`src/rtl/jesd_link_seq.sv`:
```
// JESD204B receive-link bring-up/supervision sequencer: RST -> CDR -> CGS -> ILAS -> DATA with bounded retries.
// Define JESD_SYSREF_RESYNC_EN to make sysref_error in DATA force a resynchronisation.
module jesd_link_seq #(
  parameter int LANES      = 8,
  parameter int RST_CYC    = 16,
  parameter int CDR_STABLE = 255,
  parameter int TIMEOUT    = 65535,
  parameter int ERR_THRESH = 4,
  parameter int ERR_WIN_MF = 16,
  parameter int MAX_RETRY  = 7
) (
  input  logic             clk,
  input  logic             rst_n,
  input  logic             enable,
  input  logic             clr_cnt,
  input  logic             lmfc_edge,
  input  logic             sysref_error,
  input  logic [LANES-1:0] syncstatus,
  input  logic [LANES-1:0] cgs_ok,
  input  logic [LANES-1:0] lane_ok,
  input  logic [LANES-1:0] errdetect,
  input  logic [LANES-1:0] disperr,
  output logic             sync_n,
  output logic             align_rst,
  output logic             fifo_rst,
  output logic             link_up,
  output logic             fail,
  output logic [2:0]       state,
  output logic [2:0]       retry_cnt,
  output logic [15:0]      err_cnt
);

  typedef enum logic [2:0] {
    IDLE  = 3'd0,
    RST   = 3'd1,
    CDR   = 3'd2,
    CGS   = 3'd3,
    ILAS  = 3'd4,
    DATA  = 3'd5,
    RETRY = 3'd6,
    FAIL  = 3'd7
  } state_t;

  localparam int TMAX = (TIMEOUT > RST_CYC) ? TIMEOUT : RST_CYC;
  localparam int TW   = $clog2(TMAX + 1);
  localparam int SW   = $clog2(CDR_STABLE + 1);
  localparam int MW   = $clog2(ERR_WIN_MF + 1);
  localparam int WW   = $clog2(ERR_THRESH + 1);

  state_t        cur, nxt;
  logic [TW-1:0] tmo, tmo_inc;
  logic [SW-1:0] stab, stab_next;
  logic [MW-1:0] mf_cnt;
  logic [WW-1:0] win_err, win_next;
  logic          win_end, errored, all_sync, sysref_fault;

  assign state = cur;

  always_comb begin
    tmo_inc   = tmo + 1'b1;
    errored   = |(errdetect | disperr);
    all_sync  = &syncstatus;
    stab_next = all_sync ? stab + 1'b1 : '0;
    win_end   = lmfc_edge && (mf_cnt == MW'(ERR_WIN_MF - 1));
    // An error on the window-closing clock belongs to the window that opens.
    win_next  = (win_end ? '0 : win_err) + WW'(errored);
`ifdef JESD_SYSREF_RESYNC_EN
    sysref_fault = sysref_error;
`else
    sysref_fault = 1'b0;
`endif
    nxt = cur;
    if (!enable) begin
      nxt = IDLE;
    end else begin
      case (cur)
        IDLE:  nxt = RST;
        RST:   if (tmo_inc == TW'(RST_CYC)) nxt = CDR;
        CDR: begin
          if (stab_next == SW'(CDR_STABLE)) nxt = CGS;
          else if (tmo_inc == TW'(TIMEOUT)) nxt = RETRY;
        end
        CGS: begin
          if (lmfc_edge && (&cgs_ok)) nxt = ILAS;
          else if (tmo_inc == TW'(TIMEOUT)) nxt = RETRY;
        end
        ILAS: begin
          if (!all_sync) nxt = RETRY;
          else if (&lane_ok) nxt = DATA;
          else if (tmo_inc == TW'(TIMEOUT)) nxt = RETRY;
        end
        DATA: begin
          if (!all_sync || !(&lane_ok) || (win_next >= WW'(ERR_THRESH)) || sysref_fault)
            nxt = RETRY;
        end
        RETRY: nxt = (retry_cnt == 3'(MAX_RETRY)) ? FAIL : RST;
        FAIL:  nxt = FAIL;
        default: nxt = IDLE;
      endcase
    end
  end

`ifndef JESD_SYSREF_RESYNC_EN
  logic sysref_unused;
  assign sysref_unused = sysref_error;
`endif

  // Outputs are decoded from the next state so they are valid on the first clock of each state.
  always_ff @(posedge clk or negedge rst_n) begin
    if (!rst_n) begin
      cur       <= IDLE;
      tmo       <= '0;
      stab      <= '0;
      mf_cnt    <= '0;
      win_err   <= '0;
      sync_n    <= 1'b0;
      align_rst <= 1'b1;
      fifo_rst  <= 1'b1;
      link_up   <= 1'b0;
      fail      <= 1'b0;
      retry_cnt <= '0;
      err_cnt   <= '0;
    end else begin
      cur  <= nxt;
      tmo  <= ((nxt == cur) && (cur inside {RST, CDR, CGS, ILAS})) ? tmo_inc : '0;
      stab <= ((cur == CDR) && (nxt == CDR)) ? stab_next : '0;
      if ((cur == DATA) && (nxt == DATA)) begin
        if (lmfc_edge) mf_cnt <= win_end ? '0 : mf_cnt + 1'b1;
        win_err <= win_next;
      end else begin
        mf_cnt  <= '0;
        win_err <= '0;
      end
      sync_n    <= (nxt == ILAS) || (nxt == DATA);
      align_rst <= nxt inside {IDLE, RST, FAIL};
      fifo_rst  <= (nxt != DATA);
      link_up   <= (nxt == DATA);
      fail      <= (nxt == FAIL);
      if (nxt == IDLE) retry_cnt <= '0;
      else if ((cur == RETRY) && (nxt == RST) && (retry_cnt != 3'h7)) retry_cnt <= retry_cnt + 1'b1;
      if (clr_cnt) err_cnt <= '0;
      else if ((cur == DATA) && errored && (err_cnt != 16'hFFFF)) err_cnt <= err_cnt + 1'b1;
    end
  end

endmodule

```
`config.mk`:
```
export PLATFORM = sky130hd
export DESIGN_NAME = jesd_link_seq
export DESIGN_NICKNAME = d
export VERILOG_FILES = /design/src/rtl/jesd_link_seq.sv
export SDC_FILE = /design/constraint.sdc
export NUM_CORES = 1
export LEC_CHECK = 0
export ABC_AREA = 1
export BUFFER_PORTS_ARGS = -buffer_cell sky130_fd_sc_hd__buf_2
export CAP_MARGIN = 5
export CORE_MARGIN = 5
export CORE_UTILIZATION = 50
export DETAILED_ROUTE_END_ITERATION = 7
export PLACE_DENSITY = 0.74
export SETUP_SLACK_MARGIN = 0.1
export SLEW_MARGIN = 10
export SYNTH_ARGS = -nofsm -noshare
export SYNTH_HDL_FRONTEND = slang
export SYNTH_SLANG_ARGS = --single-unit
```
`constraint.sdc`:
```
create_clock -name clk -period 2.8 [get_ports clk]
set_input_delay 0.56 -clock clk [delete_from_list [all_inputs] [get_ports clk]]
set_output_delay 0.56 -clock clk [all_outputs]
set_load 0.01 [all_outputs]
```
After elaboration in Yosys (flattened, before gate mapping)
Index checks and enable logic that the tools add are counted.

$add $sub $neg: 6. Order comparisons: 1. Equality and inequality tests: 22. Multiplexer cells: 22. Bitwise gates (word level): 1. Reductions and logical operators: 24.

Operators with widths (count): two-way mux 16 bit (3); two-way mux 3 bit (13); adder 16 x 1 -> 16 bit, second input constant (2); equality test 3 bit, second input constant (8); one-hot mux 3 bit (8 select lines) (1); AND reduction 8 bit (3); equality test 16 bit, second input constant (1); equality test 16 x 5 -> 1 bit, second input constant (1); two-way mux 8 bit (2); != test 16 bit, second input constant (1); two-way mux 5 bit (3); equality test 3 x 2 -> 1 bit, second input constant (3); logical AND 1 bit (9); adder 8 x 1 -> 8 bit, second input constant (1); equality test 8 bit, second input constant (1); OR 8 bit (1); OR reduction 8 bit (1); equality test 3 x 1 -> 1 bit, second input constant (2); zero test 3 bit (2); != test 3 bit, second input constant (2); adder 5 x 1 -> 5 bit, second input constant (1); equality test 5 x 4 -> 1 bit, second input constant (1); nonzero test 2 bit (2); nonzero test 4 bit (1); 8 further kinds (11).

Flip-flop bits (word level): 59. Output and inout bits: 27. Logic and storage cells: 88.

Longest topological paths before layout
Depth in word-level cells: 14. Mapped depth: 21. Mapped depth without buffers: 20.

Worst setup path after synthesis
OpenSTA, ideal clock, no wires.

Kind: input -> register. From: in disperr[4]. To: reg tmo[12]. Library setup time: 0.119 ns. Arrival time: 2.377 ns. Path slack: 0.303 ns. Stages: 16. Path buffers: 1. Cell sequence: nor4_1 nand4_1 ha_1 ha_1 nand3b_1 nand3_1 o21ai_0 a21oi_1 nand3_1 nand2_1 nand2_1 nand2_1 inv_1 nand2_2 buf_6 nor2_1.

Word-level cells in the longest chain between the ends: 11.

RTL lines: start, declared (line 22) `input logic [LANES-1:0] disperr,`; OR 8 bit (line 61) `errored = |(errdetect | disperr);`; OR reduction 8 bit (line 61); adder 3 x 1 -> 3 bit (line 66) `win_next = (win_end ? '0 : win_err) + WW'(errored);`; >= comparator 3 bit (line 93) `if (!all_sync || !(&lane_ok) || (win_next >= WW'(ERR_THRESH)) || sysref_fault)`; logical OR 1 bit (line 93); two-way mux 3 bit (line 93); one-hot mux 3 bit (8 select lines) (line 76) `case (cur)`; two-way mux 3 bit (line 73) `if (!enable) begin`; equality test 3 bit (line 125) `tmo <= ((nxt == cur) && (cur inside {RST, CDR, CGS, ILAS})) ? tmo_inc : '0;`; logical AND 1 bit (line 125); two-way mux 16 bit (line 125); end signal, assigned (line 125); end, declared (line 51) `logic [TW-1:0] tmo, tmo_inc;`.

No other way between the ends. A chain may end at the register's enable or synchronous reset.

Worst setup path in the final report
From: reg mf_cnt[0]. To: reg tmo[8].

Word-level cells in the longest chain between the ends: 12.

RTL lines: start, declared (line 53) `logic [MW-1:0] mf_cnt;`; start signal, assigned (line 128) `if (lmfc_edge) mf_cnt <= win_end ? '0 : mf_cnt + 1'b1;`; equality test 5 x 4 -> 1 bit (line 64) `win_end = lmfc_edge && (mf_cnt == MW'(ERR_WIN_MF - 1));`; logical AND 1 bit (line 64); two-way mux 3 bit (line 66); adder 3 x 1 -> 3 bit (line 66); >= comparator 3 bit (line 93); logical OR 1 bit (line 93); two-way mux 3 bit (line 93); one-hot mux 3 bit (8 select lines) (line 76); two-way mux 3 bit (line 73); equality test 3 bit (line 125); logical AND 1 bit (line 125); two-way mux 16 bit (line 125).

No other way between the ends.

==> run summary <==
==================================================================================================
RSZ-0062 raised after global routing                                                            no
Start-to-end type of the worst setup path                                             flop to flop
R2R setup slack                                                                            0.29 ns
Synth Area in Simple Gates                                                                  0.4038
Number of unique standard cell types used by synthesis                                          31
Timing-limited maximum frequency                                                        0.3992 GHz
Horizontal die dimension                                                              95.51 microns
PnR worst setup slack                                                                    0.2949 ns
Register bit count reported by yosys                                                            59
Worst reg2reg startpoint                                                                 mf_cnt[0]
Post-synth design cell area                                                             3656 sq um
Xor and xnor area share after synthesis                                                    0.01198
Placed wire-length estimate after detailed placement                                      6.979 mm
Critical path, cell by cell                                                           ha_2 -> nand4_1 -> nor2_2 -> nor2_1 -> ha_1 -> ha_1 -> nand3b_1 -> nand3_2 -> o21ai_1 -> a21oi_1 -> nand3_1 -> nand2_2 -> nand2_2 -> nand2_1 -> inv_2 -> nand2_4 -> clkbuf_16 -> nor2_1
Category of the worst setup path capture point                                                flop
Number of antenna violations at the first check in global routing                                0
Via count                                                                                     3811
Total power density per cell area                                                     403.2 nW/um^2
Clock Path Buffers                                                                               2
IO buf count                                                                                    71
Pin count of the biggest net entering global routing                                            34
Number of clock sinks seen by CTS                                                               59
Fraction of layout cells with a size suffix above 1                                         0.2379
Placed instance count                                                                          714
Count of pins on the block boundary                                                             73
Setup violators final                                                                            0
Net total in the final layout                                                                  689
Logic pwr share                                                                              0.068
TritonCTS clock tree                                                                          done
Total of hold buffers inserted after clock tree synthesis                                        0
Largest stage delay on the critical path                                                   0.38 ns
Antenna-violating nets left                                                                      0
Syn Nets                                                                                       592
Fraction of the mapped netlist area in compound gates                                      0.05065
Commonest non-fill, non-tap cell in the layout                                        sky130_fd_sc_hd__nand2_1
Starting density of the core                                                                0.5095
Vertical die dimension                                                                95.51 microns
Overall die area                                                                        9122 sq um
Via count normalized by instance count                                                       5.164
Part of the power in the clock network                                                       0.469
Total CTS buffers                                                                                9
Final critical-path share of the clock period                                               0.8947
Synthesized instance count                                                                     537
Fraction of synthesized area in multiplexers                                                     0
Clock H-tree levels                                                                              3
CTS Root Cell                                                                         sky130_fd_sc_hd__clkbuf_8
Number of violations of the max-capacitance limit                                                0
Dominant combinational cell family by area after synthesis                            simple AND/OR/NAND/NOR gates
HP Class                                                                              primary input to async pin
Mean post-synth cell area                                                              6.808 sq um
Part of the total power dissipated in sequential elements                                    0.463
Antenna cells                                                                                    0
Crit path max-delay family                                                            simple AND/OR/NAND/NOR gates
Global-route wire length before repair                                                    15.26 mm
Vias in the first global route                                                                3726
Worst Path Required                                                                        3.03 ns
RR Endpoint                                                                                 tmo[8]
Adder and majority cell fraction of the synthesized area                                   0.03080
Result of the run                                                                     finished, final reports clean
Number of cell rows                                                                             31
Switching Power                                                                           418.5 uW
Clock transition time at the flip-flop clock pins of the worst setup and hold paths        0.07 ns
Leakage power                                                                          0.002270 uW
Critical path peak fanout                                                                        6
Leftover overflow at the end of global routing                                                   0
Drt initial violations                                                                         190
Actual transition at the worst max-transition pin                                        0.7214 ns
Minimum period implied by the final worst setup slack                                     2.505 ns
Total wire length after detailed routing                                                  9.341 mm
Worst reg2reg path depth                                                                        18
Number of buffer and inverter stages on the critical path                                        2
Switching power as a share of total power                                                   0.2223
Worst relative slew slack                                                                   0.5190
Startpoint kind of the worst setup timing path                                                flop
Weighted congestion reported at the end of routability-driven placement                     0.9385
Area overhead of the layout relative to synthesis                                           27.72%
Finished Core Util                                                                          0.6507
Post-Place Worst Slack                                                                 -0.09846 ns
Clk_lat worst skew                                                                         0.34 ns
Crit-path slowest cell                                                                sky130_fd_sc_hd__dfrtp_1
First-pass detailed-route iteration total                                                        4
Hold slack                                                                               0.2717 ns
Worst endpoint data arrival time                                                           2.74 ns
Leading cell types in the layout, fill and taps excluded                              129 x sky130_fd_sc_hd__nand2_1, 84 x sky130_fd_sc_hd__inv_1, 75 x sky130_fd_sc_hd__nor2_1
Hold Fails Final Rpt                                                                             0
Placeable Area                                                                          7176 sq um
Worst vdd ir                                                                             0.2510 mV
Global-route usage over all layers                                                          0.2108
Final Skew                                                                             0.009453 ns
Cell internal power dissipation                                                            1464 uW
WL per Instance                                                                       12.66 microns
Number of remaining DRC errors                                                                   0
Synth warn                                                                                       0
Max Slew Vio Count                                                                               0
Sequential area share after synthesis                                                       0.4045
Final cell count without fillers                                                               738
==================================================================================================
## cell families (layout without fill, tap and decap cells)
family / after synthesis / after routing
AO/OA/AOI/OAI: 35 / 35
XOR/XNOR: 5 / 5
adder cells (fa/ha/maj): 9 / 9
buffers and inverters: 92 / 194
flip-flops: 59 / 59
other: 1 / 1
AND/OR/NAND/NOR: 336 / 336
## layout make-up
class / instances / area (sq um)
fill: 621 / 2506
clock inverter: 5 / 75.07
clock buffer: 11 / 151.4
timing repair buffer: 91 / 535.5
multi-input combinational: 386 / 1974
sequential: 59 / 1483
tap: 99 / 123.9
inverter: 87 / 326.6
## power by group through the flow
stage | logic, uW | clock network [uW] | registers [uW]
finish | 129 | 882 | 872
global route | 144 | 940 | 873
CTS | 119 | 899 | 870
detailed placement | 119 | 0 | 886
global placement | 115 | 0 | 886
floorplan | 43.0 | 0 | 888
## Yosys cell counts
cell,n,area [sq um]
sky130_fd_sc_hd__o211ai_1,1,7.510
sky130_fd_sc_hd__nand2_1,139,521.8
sky130_fd_sc_hd__buf_6,1,11.26
sky130_fd_sc_hd__inv_1,85,319.1
sky130_fd_sc_hd__nor4b_1,1,8.760
sky130_fd_sc_hd__nor3_1,21,105.1
sky130_fd_sc_hd__buf_1,1,3.750
sky130_fd_sc_hd__nand3_1,45,225.2
sky130_fd_sc_hd__a21oi_1,17,85.08
sky130_fd_sc_hd__and3_1,2,12.51
sky130_fd_sc_hd__clkbuf_2,1,5.000
sky130_fd_sc_hd__dfrtp_1,57,1426
sky130_fd_sc_hd__nand3b_1,6,45.04
sky130_fd_sc_hd__xor2_1,4,35.03
sky130_fd_sc_hd__ha_1,9,112.6
sky130_fd_sc_hd__clkinv_1,2,7.510
sky130_fd_sc_hd__nor2_2,5,31.28
sky130_fd_sc_hd__o21ai_1,2,10.01
sky130_fd_sc_hd__clkbuf_1,1,3.750
sky130_fd_sc_hd__a21boi_0,1,7.510
sky130_fd_sc_hd__nor2_1,82,307.8
sky130_fd_sc_hd__a31oi_1,2,12.51
sky130_fd_sc_hd__buf_2,1,5.000
sky130_fd_sc_hd__conb_1,1,3.750
sky130_fd_sc_hd__nand2_2,3,18.77
sky130_fd_sc_hd__nand4_1,22,137.6
sky130_fd_sc_hd__nor4_1,10,62.56
sky130_fd_sc_hd__o21ai_0,11,55.05
sky130_fd_sc_hd__o31ai_1,1,7.510
sky130_fd_sc_hd__dfstp_2,2,52.55
sky130_fd_sc_hd__xnor2_1,1,8.760
## worst max path at each step
stage,from,endpoint,slack (ns),cells past startpoint
2_1_floorplan,disperr[4],tmo[12],0.30,16
3_3_place_gp,disperr[6],mf_cnt[1],-0.008,14
3_5_place_dp,disperr[0],mf_cnt[1],-0.1,14
4_1_cts,tmo[1],mf_cnt[1],0.15,15
5_1_grt,tmo[1],tmo[1],0.07,18
6_report,mf_cnt[0],tmo[8],0.29,18
## sequential cells by signal (all words and copies together), names as in the netlist, 3 cells and up
signal and cells:
err_cnt 16, tmo 16, stab 8, mf_cnt 5, retry_cnt 3, state 3, win_err 3
## per-layer routing
metal | GRT usage | share of wire
met1 | 0.2429 | 0.42
met5 | 0 | 0
met2 | 0.3767 | 0.51
met4 | 0.08531 | 0.023
met3 | 0.04736 | 0.053
## through the flow
step,total power (uW),setup TNS (ns),area [sq um]
final,1883,0,4669
after CTS,1888,0,4436
after global routing,1957,0,4669
after global placement,1001,-0.02466,4209
after detailed placement,1005,-0.9192,4209
after floorplan,931.2,0,3656
## repair_timing
item	CTS	global route
endpoints found under the hold margin	0	0
buffers inserted	0	7
resized for setup	0	46
setup endpoints to repair	0	41
Power figures use the tool's default switching activity.
